$ cat src/rtl/raster_scan_ctrl_if.sv
// Shared types and the triangle-in / pixel-out bundle of the raster scan controller.

package raster_scan_pkg;
  typedef logic [11:0]        color12_t;
  typedef logic signed [31:0] q16_16_t;
endpackage

interface raster_scan_ctrl_if #(
  parameter int CW             = 20,
  parameter int DENOM_INV_BITS = 36,
  parameter int XW             = 9,
  parameter int YW             = 8
);
  import raster_scan_pkg::*;

  // triangle set-up side
  logic                             tri_valid;
  logic                             tri_ready;
  logic signed [CW-1:0]             tri_v0x;
  logic signed [CW-1:0]             tri_v0y;
  logic signed [CW-1:0]             tri_v1x;
  logic signed [CW-1:0]             tri_v1y;
  logic signed [CW-1:0]             tri_v2x;
  logic signed [CW-1:0]             tri_v2y;
  logic signed [DENOM_INV_BITS-1:0] tri_denom_inv;
  color12_t                         tri_c0;
  color12_t                         tri_c1;
  color12_t                         tri_c2;
  q16_16_t                          tri_d0;
  q16_16_t                          tri_d1;
  q16_16_t                          tri_d2;

  // pixel evaluator side
  logic [XW-1:0]                    pix_x;
  logic [YW-1:0]                    pix_y;
  logic signed [CW-1:0]             pix_v0x;
  logic signed [CW-1:0]             pix_v0y;
  logic signed [CW-1:0]             pix_e0x;
  logic signed [CW-1:0]             pix_e0y;
  logic signed [CW-1:0]             pix_e1x;
  logic signed [CW-1:0]             pix_e1y;
  logic signed [DENOM_INV_BITS-1:0] pix_denom_inv;
  color12_t                         pix_c0;
  color12_t                         pix_c1;
  color12_t                         pix_c2;
  q16_16_t                          pix_d0;
  q16_16_t                          pix_d1;
  q16_16_t                          pix_d2;
  logic                             pix_valid;
  logic                             pix_ready;
  logic                             eval_busy;

  // status
  logic                             tri_culled;
  logic                             busy;

  // master: the environment that supplies triangles and consumes pixels
  modport master (
    output tri_valid, tri_v0x, tri_v0y, tri_v1x, tri_v1y, tri_v2x, tri_v2y,
           tri_denom_inv, tri_c0, tri_c1, tri_c2, tri_d0, tri_d1, tri_d2,
           pix_ready, eval_busy,
    input  tri_ready, pix_x, pix_y, pix_v0x, pix_v0y, pix_e0x, pix_e0y,
           pix_e1x, pix_e1y, pix_denom_inv, pix_c0, pix_c1, pix_c2,
           pix_d0, pix_d1, pix_d2, pix_valid, tri_culled, busy
  );

  // slave: the scan controller itself
  modport slave (
    input  tri_valid, tri_v0x, tri_v0y, tri_v1x, tri_v1y, tri_v2x, tri_v2y,
           tri_denom_inv, tri_c0, tri_c1, tri_c2, tri_d0, tri_d1, tri_d2,
           pix_ready, eval_busy,
    output tri_ready, pix_x, pix_y, pix_v0x, pix_v0y, pix_e0x, pix_e0y,
           pix_e1x, pix_e1y, pix_denom_inv, pix_c0, pix_c1, pix_c2,
           pix_d0, pix_d1, pix_d2, pix_valid, tri_culled, busy
  );
endinterface

$ cat src/rtl/raster_scan_ctrl.sv
// Triangle traversal: latches one triangle, derives edges and a clamped pixel
// bounding box, then streams every box pixel in raster order to pixel_eval.
//
//   state | meaning
//   ------+----------------------------------------------------------
//   IDLE  | waiting for a triangle, tri_ready high
//   SETUP | one cycle: edge vectors, bbox, clamp and cull decision
//   SCAN  | presenting box pixels, x fastest, one per handshake

module raster_scan_ctrl #(
  parameter int WIDTH          = 320,
  parameter int HEIGHT         = 240,
  parameter int SUBPIXEL_BITS  = 4,
  parameter int DENOM_INV_BITS = 36
) (
  input  logic              clk,
  input  logic              rst,
  raster_scan_ctrl_if.slave bus
);
  import raster_scan_pkg::*;

  localparam int CW = 16 + SUBPIXEL_BITS;
  localparam int XW = $clog2(WIDTH);
  localparam int YW = $clog2(HEIGHT);

  localparam logic signed [CW-1:0] C_ZERO  = '0;
  localparam logic signed [CW-1:0] C_X_MAX = CW'(WIDTH - 1);
  localparam logic signed [CW-1:0] C_Y_MAX = CW'(HEIGHT - 1);

  typedef enum logic [1:0] {
    IDLE  = 2'd0,
    SETUP = 2'd1,
    SCAN  = 2'd2
  } state_t;

  state_t r_state;
  state_t w_next_state;

  // latched triangle; v0 and the attributes double as the pix_* output registers
  logic signed [CW-1:0]             r_v1x, r_v1y, r_v2x, r_v2y;
  logic signed [CW-1:0]             r_pix_v0x, r_pix_v0y;
  logic signed [CW-1:0]             r_pix_e0x, r_pix_e0y, r_pix_e1x, r_pix_e1y;
  logic signed [DENOM_INV_BITS-1:0] r_pix_denom_inv;
  color12_t                         r_pix_c0, r_pix_c1, r_pix_c2;
  q16_16_t                          r_pix_d0, r_pix_d1, r_pix_d2;

  // scan position and bounds
  logic [XW-1:0] r_pix_x, r_min_x, r_max_x;
  logic [YW-1:0] r_pix_y, r_max_y;
  logic          r_tri_culled;

  // set-up arithmetic
  logic signed [CW-1:0] w_min_vx, w_max_vx, w_min_vy, w_max_vy;
  logic signed [CW-1:0] w_min_px, w_max_px, w_min_py, w_max_py;
  logic [XW-1:0]        w_min_x, w_max_x;
  logic [YW-1:0]        w_min_y, w_max_y;
  logic                 w_cull;

  // FSM decodes
  logic w_accept, w_setup_go, w_setup_cull, w_x_step, w_y_step;

  function automatic logic signed [CW-1:0] f_min3(
    input logic signed [CW-1:0] a,
    input logic signed [CW-1:0] b,
    input logic signed [CW-1:0] c
  );
    logic signed [CW-1:0] m;
    m = (a < b) ? a : b;
    return (c < m) ? c : m;
  endfunction

  function automatic logic signed [CW-1:0] f_max3(
    input logic signed [CW-1:0] a,
    input logic signed [CW-1:0] b,
    input logic signed [CW-1:0] c
  );
    logic signed [CW-1:0] m;
    m = (a > b) ? a : b;
    return (c > m) ? c : m;
  endfunction

  // Pixel bbox: floor via arithmetic shift, clamp to screen, cull when off-screen or degenerate.
  always_comb begin
    w_min_vx = f_min3(r_pix_v0x, r_v1x, r_v2x);
    w_max_vx = f_max3(r_pix_v0x, r_v1x, r_v2x);
    w_min_vy = f_min3(r_pix_v0y, r_v1y, r_v2y);
    w_max_vy = f_max3(r_pix_v0y, r_v1y, r_v2y);

    w_min_px = w_min_vx >>> SUBPIXEL_BITS;
    w_max_px = w_max_vx >>> SUBPIXEL_BITS;
    w_min_py = w_min_vy >>> SUBPIXEL_BITS;
    w_max_py = w_max_vy >>> SUBPIXEL_BITS;

    // low-side clamp of min and high-side clamp of max; the other sides are culled
    w_min_x = (w_min_px < C_ZERO)  ? '0              : w_min_px[XW-1:0];
    w_max_x = (w_max_px > C_X_MAX) ? XW'(WIDTH - 1)  : w_max_px[XW-1:0];
    w_min_y = (w_min_py < C_ZERO)  ? '0              : w_min_py[YW-1:0];
    w_max_y = (w_max_py > C_Y_MAX) ? YW'(HEIGHT - 1) : w_max_py[YW-1:0];

    w_cull = (r_pix_denom_inv == '0) ||
             (w_max_px < C_ZERO) || (w_max_py < C_ZERO) ||
             (w_min_px > C_X_MAX) || (w_min_py > C_Y_MAX);
  end

  // State register; reset aborts any scan in progress.
  always_ff @(posedge clk or posedge rst) begin
    if (rst) r_state <= IDLE;
    else     r_state <= w_next_state;
  end

  // Next-state and per-cycle control decodes.
  always_comb begin
    w_next_state = r_state;
    w_accept     = 1'b0;
    w_setup_go   = 1'b0;
    w_setup_cull = 1'b0;
    w_x_step     = 1'b0;
    w_y_step     = 1'b0;
    case (r_state)
      IDLE: begin
        if (bus.tri_valid) begin
          w_accept     = 1'b1;
          w_next_state = SETUP;
        end
      end
      SETUP: begin
        if (w_cull) begin
          w_setup_cull = 1'b1;
          w_next_state = IDLE;
        end else begin
          w_setup_go   = 1'b1;
          w_next_state = SCAN;
        end
      end
      SCAN: begin
        if (bus.pix_ready) begin
          if (r_pix_x < r_max_x)      w_x_step     = 1'b1;
          else if (r_pix_y < r_max_y) w_y_step     = 1'b1;
          else                        w_next_state = IDLE;
        end
      end
      default: w_next_state = IDLE;
    endcase
  end

  // Latch the offered triangle; attributes only ever change here.
  always_ff @(posedge clk or posedge rst) begin
    if (rst) begin
      r_pix_v0x       <= '0;
      r_pix_v0y       <= '0;
      r_v1x           <= '0;
      r_v1y           <= '0;
      r_v2x           <= '0;
      r_v2y           <= '0;
      r_pix_denom_inv <= '0;
      r_pix_c0        <= '0;
      r_pix_c1        <= '0;
      r_pix_c2        <= '0;
      r_pix_d0        <= '0;
      r_pix_d1        <= '0;
      r_pix_d2        <= '0;
    end else if (w_accept) begin
      r_pix_v0x       <= bus.tri_v0x;
      r_pix_v0y       <= bus.tri_v0y;
      r_v1x           <= bus.tri_v1x;
      r_v1y           <= bus.tri_v1y;
      r_v2x           <= bus.tri_v2x;
      r_v2y           <= bus.tri_v2y;
      r_pix_denom_inv <= bus.tri_denom_inv;
      r_pix_c0        <= bus.tri_c0;
      r_pix_c1        <= bus.tri_c1;
      r_pix_c2        <= bus.tri_c2;
      r_pix_d0        <= bus.tri_d0;
      r_pix_d1        <= bus.tri_d1;
      r_pix_d2        <= bus.tri_d2;
    end
  end

  // Edge vectors at CW bits; wraparound is acceptable because upstream bounds the range.
  always_ff @(posedge clk or posedge rst) begin
    if (rst) begin
      r_pix_e0x <= '0;
      r_pix_e0y <= '0;
      r_pix_e1x <= '0;
      r_pix_e1y <= '0;
    end else if (r_state == SETUP) begin
      r_pix_e0x <= r_v1x - r_pix_v0x;
      r_pix_e0y <= r_v1y - r_pix_v0y;
      r_pix_e1x <= r_v2x - r_pix_v0x;
      r_pix_e1y <= r_v2y - r_pix_v0y;
    end
  end

  // Scan position: load box origin after set-up, then walk x fastest on each handshake.
  always_ff @(posedge clk or posedge rst) begin
    if (rst) begin
      r_pix_x <= '0;
      r_pix_y <= '0;
      r_min_x <= '0;
      r_max_x <= '0;
      r_max_y <= '0;
    end else if (w_setup_go) begin
      r_pix_x <= w_min_x;
      r_pix_y <= w_min_y;
      r_min_x <= w_min_x;
      r_max_x <= w_max_x;
      r_max_y <= w_max_y;
    end else if (w_x_step) begin
      r_pix_x <= r_pix_x + 1'b1;
    end else if (w_y_step) begin
      r_pix_x <= r_min_x;
      r_pix_y <= r_pix_y + 1'b1;
    end
  end

  // One-cycle cull pulse, coincident with the return to IDLE.
  always_ff @(posedge clk or posedge rst) begin
    if (rst) r_tri_culled <= 1'b0;
    else     r_tri_culled <= w_setup_cull;
  end

  assign bus.tri_ready     = (r_state == IDLE) && !rst;
  assign bus.pix_valid     = (r_state == SCAN);
  assign bus.tri_culled    = r_tri_culled;
  assign bus.busy          = (r_state != IDLE) || bus.eval_busy;

  assign bus.pix_x         = r_pix_x;
  assign bus.pix_y         = r_pix_y;
  assign bus.pix_v0x       = r_pix_v0x;
  assign bus.pix_v0y       = r_pix_v0y;
  assign bus.pix_e0x       = r_pix_e0x;
  assign bus.pix_e0y       = r_pix_e0y;
  assign bus.pix_e1x       = r_pix_e1x;
  assign bus.pix_e1y       = r_pix_e1y;
  assign bus.pix_denom_inv = r_pix_denom_inv;
  assign bus.pix_c0        = r_pix_c0;
  assign bus.pix_c1        = r_pix_c1;
  assign bus.pix_c2        = r_pix_c2;
  assign bus.pix_d0        = r_pix_d0;
  assign bus.pix_d1        = r_pix_d1;
  assign bus.pix_d2        = r_pix_d2;
endmodule
$ cat src/flat_wrapper.sv
// flat-port wrapper written by rule: the top's interface ports become plain ports
module raster_scan_ctrl_flat import raster_scan_pkg::*;
#(
  parameter int WIDTH          = 320,
  parameter int HEIGHT         = 240,
  parameter int SUBPIXEL_BITS  = 4,
  parameter int DENOM_INV_BITS = 36
)
  (clk, rst, bus_tri_valid, bus_tri_v0x, bus_tri_v0y, bus_tri_v1x, bus_tri_v1y, bus_tri_v2x, bus_tri_v2y, bus_tri_denom_inv, bus_tri_c0, bus_tri_c1, bus_tri_c2, bus_tri_d0, bus_tri_d1, bus_tri_d2, bus_pix_ready, bus_eval_busy, bus_tri_ready, bus_pix_x, bus_pix_y, bus_pix_v0x, bus_pix_v0y, bus_pix_e0x, bus_pix_e0y, bus_pix_e1x, bus_pix_e1y, bus_pix_denom_inv, bus_pix_c0, bus_pix_c1, bus_pix_c2, bus_pix_d0, bus_pix_d1, bus_pix_d2, bus_pix_valid, bus_tri_culled, bus_busy);
  raster_scan_ctrl_if #(.DENOM_INV_BITS(DENOM_INV_BITS)) bus_i ();
  input  logic clk;
  input  logic rst;
  input wire logic [$bits(bus_i.tri_valid)-1:0] bus_tri_valid;
  input wire logic [$bits(bus_i.tri_v0x)-1:0] bus_tri_v0x;
  input wire logic [$bits(bus_i.tri_v0y)-1:0] bus_tri_v0y;
  input wire logic [$bits(bus_i.tri_v1x)-1:0] bus_tri_v1x;
  input wire logic [$bits(bus_i.tri_v1y)-1:0] bus_tri_v1y;
  input wire logic [$bits(bus_i.tri_v2x)-1:0] bus_tri_v2x;
  input wire logic [$bits(bus_i.tri_v2y)-1:0] bus_tri_v2y;
  input wire logic [$bits(bus_i.tri_denom_inv)-1:0] bus_tri_denom_inv;
  input wire logic [$bits(bus_i.tri_c0)-1:0] bus_tri_c0;
  input wire logic [$bits(bus_i.tri_c1)-1:0] bus_tri_c1;
  input wire logic [$bits(bus_i.tri_c2)-1:0] bus_tri_c2;
  input wire logic [$bits(bus_i.tri_d0)-1:0] bus_tri_d0;
  input wire logic [$bits(bus_i.tri_d1)-1:0] bus_tri_d1;
  input wire logic [$bits(bus_i.tri_d2)-1:0] bus_tri_d2;
  input wire logic [$bits(bus_i.pix_ready)-1:0] bus_pix_ready;
  input wire logic [$bits(bus_i.eval_busy)-1:0] bus_eval_busy;
  output wire logic [$bits(bus_i.tri_ready)-1:0] bus_tri_ready;
  output wire logic [$bits(bus_i.pix_x)-1:0] bus_pix_x;
  output wire logic [$bits(bus_i.pix_y)-1:0] bus_pix_y;
  output wire logic [$bits(bus_i.pix_v0x)-1:0] bus_pix_v0x;
  output wire logic [$bits(bus_i.pix_v0y)-1:0] bus_pix_v0y;
  output wire logic [$bits(bus_i.pix_e0x)-1:0] bus_pix_e0x;
  output wire logic [$bits(bus_i.pix_e0y)-1:0] bus_pix_e0y;
  output wire logic [$bits(bus_i.pix_e1x)-1:0] bus_pix_e1x;
  output wire logic [$bits(bus_i.pix_e1y)-1:0] bus_pix_e1y;
  output wire logic [$bits(bus_i.pix_denom_inv)-1:0] bus_pix_denom_inv;
  output wire logic [$bits(bus_i.pix_c0)-1:0] bus_pix_c0;
  output wire logic [$bits(bus_i.pix_c1)-1:0] bus_pix_c1;
  output wire logic [$bits(bus_i.pix_c2)-1:0] bus_pix_c2;
  output wire logic [$bits(bus_i.pix_d0)-1:0] bus_pix_d0;
  output wire logic [$bits(bus_i.pix_d1)-1:0] bus_pix_d1;
  output wire logic [$bits(bus_i.pix_d2)-1:0] bus_pix_d2;
  output wire logic [$bits(bus_i.pix_valid)-1:0] bus_pix_valid;
  output wire logic [$bits(bus_i.tri_culled)-1:0] bus_tri_culled;
  output wire logic [$bits(bus_i.busy)-1:0] bus_busy;
  assign bus_i.tri_valid = bus_tri_valid;
  assign bus_i.tri_v0x = bus_tri_v0x;
  assign bus_i.tri_v0y = bus_tri_v0y;
  assign bus_i.tri_v1x = bus_tri_v1x;
  assign bus_i.tri_v1y = bus_tri_v1y;
  assign bus_i.tri_v2x = bus_tri_v2x;
  assign bus_i.tri_v2y = bus_tri_v2y;
  assign bus_i.tri_denom_inv = bus_tri_denom_inv;
  assign bus_i.tri_c0 = bus_tri_c0;
  assign bus_i.tri_c1 = bus_tri_c1;
  assign bus_i.tri_c2 = bus_tri_c2;
  assign bus_i.tri_d0 = bus_tri_d0;
  assign bus_i.tri_d1 = bus_tri_d1;
  assign bus_i.tri_d2 = bus_tri_d2;
  assign bus_i.pix_ready = bus_pix_ready;
  assign bus_i.eval_busy = bus_eval_busy;
  assign bus_tri_ready = bus_i.tri_ready;
  assign bus_pix_x = bus_i.pix_x;
  assign bus_pix_y = bus_i.pix_y;
  assign bus_pix_v0x = bus_i.pix_v0x;
  assign bus_pix_v0y = bus_i.pix_v0y;
  assign bus_pix_e0x = bus_i.pix_e0x;
  assign bus_pix_e0y = bus_i.pix_e0y;
  assign bus_pix_e1x = bus_i.pix_e1x;
  assign bus_pix_e1y = bus_i.pix_e1y;
  assign bus_pix_denom_inv = bus_i.pix_denom_inv;
  assign bus_pix_c0 = bus_i.pix_c0;
  assign bus_pix_c1 = bus_i.pix_c1;
  assign bus_pix_c2 = bus_i.pix_c2;
  assign bus_pix_d0 = bus_i.pix_d0;
  assign bus_pix_d1 = bus_i.pix_d1;
  assign bus_pix_d2 = bus_i.pix_d2;
  assign bus_pix_valid = bus_i.pix_valid;
  assign bus_tri_culled = bus_i.tri_culled;
  assign bus_busy = bus_i.busy;
  raster_scan_ctrl #(.WIDTH(WIDTH), .HEIGHT(HEIGHT), .SUBPIXEL_BITS(SUBPIXEL_BITS), .DENOM_INV_BITS(DENOM_INV_BITS)) u_core (.clk(clk), .rst(rst), .bus(bus_i));
endmodule
$ cat config.mk
export PLATFORM = sky130hd
export DESIGN_NAME = raster_scan_ctrl_flat
export DESIGN_NICKNAME = d
export VERILOG_FILES = /design/src/rtl/raster_scan_ctrl_if.sv /design/src/rtl/raster_scan_ctrl.sv /design/src/flat_wrapper.sv
export SDC_FILE = /design/constraint.sdc
export NUM_CORES = 1
export LEC_CHECK = 0
export ABC_AREA = 0
export CORE_ASPECT_RATIO = 0.75
export CORE_MARGIN = 3
export CORE_UTILIZATION = 45
export CTS_CLUSTER_SIZE = 12
export DETAILED_ROUTE_END_ITERATION = 12
export PLACE_DENSITY = 0.75
export RECOVER_POWER = 100
export SETUP_SLACK_MARGIN = 0.15
export SKIP_LAST_GASP = 1
export SYNTH_ARGS = -nofsm -noshare
export SYNTH_HDL_FRONTEND = slang
export SYNTH_SLANG_ARGS = --single-unit
$ cat constraint.sdc
create_clock -name clk -period 16.6 [get_ports clk]
set_input_delay 2.49 -clock clk [delete_from_list [all_inputs] [get_ports clk]]
set_output_delay 2.49 -clock clk [all_outputs]
set_load 0.05 [all_outputs]
==> results.yml <==
timing:
  final_hold_viol_count: 0
  setup-tns-final_ns: 0
  slew_violations: 704
  fin_crit_sh_pct: 66.3
  rsz0062_at_grt: "no"
  layout_min_cycle_time_ns: 11.01
  tightest_slew_ns: 5.26
  finClkSkew_ns: 0.0119
  max_freq_mhz: 90.8
  slew_headroom_pct: -250
  finalSetupViolCount: 0
setup_path:
  cp_max_fo: 35
  worstSetupStartpointType: "flop"
  worst-endpoint-arrival_ns: 11.47
  critPathCaptureType: "flop"
  crit_type: "reg -> reg"
  required_ns: 17.06
worst_hold_path:
  worst_hold_path_type: "reg -> reg"
clock_tree:
  cts_setup_buffers: 0
  cts_tree: "yes"
  clk_latency_ns: 0.58
  clkSlewWorstSetupHoldPaths_ns: 0.06
  cts_root_buf: "clkbuf_16"
  cts_hold_buf: 0
  clock_path_buffers: 3
  ctsResizeCount: 0
  ctsHtreeMaxLevel: 2
  clock-sinks: 414
  cts_buffers: 46
die:
  ios: 602
  rows: 71
  start_util_pct: 45.8
  die_h_um: 202
  die-area_um2: 54100
  core_area_um2: 50500
  die_w_um: 268
grt:
  grt_overflow_total: 0
  first_global_vias: 20400
  grtUsageMet3_pct: 11.0
  grt_use_met1_pct: 42.5
  grt_max_degree: 179
  grt_pass1_wl_um: 128000
  antenna_found_initial: 20
  grt.met2_usage_pct: 46.6
  grt_most_used_layer: "met2"
  grt.total_usage_pct: 31.6
logic_synthesis:
  syn-num-nets: 2691
  postSynthCellCount: 2221
  synth_warnings: 0
  synth_top_area_cell: "dfrtp_1"
  synth_top_area_share_pct: 44.9
  synthTopCellsByArea: "dfrtp_1 (45%), mux2_2 (12%), ha_1 (9.4%), o21ai_0 (3.9%), nand2_1 (3.2%)"
  avgSynthCellArea_um2: 10.4
  ys_types: 75
  synth_edf_count: 0
  synth-seq-cells: 414
  ys_seq_area_share_pct: 44.9
  syn_area_um2: 23100
  synth_top_flop_cell: "dfrtp_1"
  async_flop_share_pct: 100
run_status:
  status: "finished with violations"
  violations: "capacitance limit, slew limit"
placement:
  gp_congestion: 0.964
  io_buffer_count: 601
  hpwlAfterDp_um: 67500
routing:
  first_iter_violations: 1860
  ant_nets: 0
  vias: 20300
  drc: 0
  dr.pass1.iters: 6
  post_drt_wl_per_cell_um: 24.7
  totalWireLength_um: 86700
  via_per_inst: 5.79
final_layout:
  final_common_cell: "dfrtp_1"
  fin_nets: 3270
  area_growth_pct: 35.3
  layout_common_cells: "dfrtp_1 (414), dlygate4sd3_1 (311), clkdlybuf4s50_1 (290), mux2_2 (239), nand2_1 (198)"
  drive_gt1_share_pct: 11.9
job:
  max-cap-violations: 10
area by class of cell:
cell class                      count  area (µm²)
Multi-Input combinational cell   1608       12000
Fill cell                        4154       19200
Timing Repair Buffer              618        6120
Inverter                          112         422
Clock inverter                     14         180
Antenna cell                       17        42.5
Tap cell                          657         822
Sequential cell                   414       10400
Clock buffer                       65        1330
kinds of logic (layout without fill, tap and decap cells):
logic type	Yosys count	count (layout)	synth area share [%]
AOI/OAI and AO/OA	527	527	13.9
and+or+nand+nor	527	527	10.7
DFF	414	414	44.9
muxes	322	322	15.4
buffers and inverters	199	809	3.31
adders and majority gates	177	177	9.72
xor gates and xnor gates	55	55	2.09
other	0	17	0
layer usage:
| metal | up-vias | routed length [µm] | share of wire (%) |
|---|---|---|---|
| met5 | - | 27 | 0.031 |
| met4 | 4 | 3130 | 3.6 |
| met3 | 148 | 9660 | 11 |
| met2 | 975 | 38300 | 44 |
| met1 | 9982 | 35600 | 41 |
| li1 | 9188 | - | - |
worst paths after layout:
path	slack [ns]	to	from	depth (start not counted)
max reg2reg	5.59	u_core.bus.pix_x[5]$_DFFE_PP0P_	u_core.bus.pix_v0y[0]$_DFFE_PP0P_	19
max in group asynchronous	7.15	u_core.r_max_y[7]$_DFFE_PP0P_	rst	4
min in group asynchronous	3.96	u_core.bus.pix_c1[11]$_DFFE_PP0P_	rst	2
min reg2reg	0.46	u_core.bus.pix_e1y[3]$_DFFE_PP0P_	u_core.bus.pix_e1y[3]$_DFFE_PP0P_	2
max	5.59	u_core.bus.pix_x[5]$_DFFE_PP0P_	u_core.bus.pix_v0y[0]$_DFFE_PP0P_	19
min	0.46	u_core.bus.pix_e1y[3]$_DFFE_PP0P_	u_core.bus.pix_e1y[3]$_DFFE_PP0P_	2
state kept, by name, indices dropped and copies added (netlist names), 12 cells and up:
name,cells
u_core.bus.pix_denom_inv,36
u_core.bus.pix_d0,32
u_core.bus.pix_d1,32
u_core.bus.pix_d2,32
u_core.bus.pix_e0x,20
u_core.bus.pix_e0y,20
u_core.bus.pix_e1x,20
u_core.bus.pix_e1y,20
u_core.bus.pix_v0x,20
u_core.bus.pix_v0y,20
u_core.r_v1x,20
u_core.r_v1y,20
u_core.r_v2x,20
u_core.r_v2y,20
u_core.bus.pix_c0,12
u_core.bus.pix_c1,12
u_core.bus.pix_c2,12
critical path: stages (launching register included):
cell       delay [ns]
dfrtp_1          0.45
ha_1             0.26
fa_1             0.42
nand2b_1         0.19
a211oi_1         0.38
nor4_1           0.09
o21ai_0          3.16
mux2i_1          0.76
ha_1             0.61
nand4_1          0.10
nor2_1           0.19
a21oi_1          0.09
a41oi_1          0.20
mux2i_1          1.06
mux2i_1          0.35
a21oi_1          0.10
o2111ai_1        0.44
or2_0            0.99
clkbuf_1         0.64
mux2_1           0.39
synth_stat cells, types with 38 or more instances:
cell type	n
inv_1	112
a21oi_1	136
mux2i_1	62
a21o_1	38
nand3_1	39
mux2_2	240
dfrtp_1	414
nand2_1	198
o21ai_0	179
nor2_1	112
ha_1	173
clkbuf_1	74
stage by stage:
stage | setup WS, ns | std cells | instance area (µm²) | utilization [%] | hold slack (ns)
floorplan | 2.59 | 2221 | 23100 | - | 0.458
global placement | 9.46 | 3409 | 29700 | 59.0 | 0.456
detailed placement | 9.22 | 3409 | 29700 | 59.0 | 0.460
CTS | 9.27 | 3488 | 31300 | 62.0 | 0.473
global route | 4.63 | 3505 | 31200 | 61.9 | 0.489
finish | 5.59 | 3505 | 31200 | 61.9 | 0.463
Power is not shown: default switching activity piles up to over one toggle a cycle in this logic, so the estimate is an artifact.
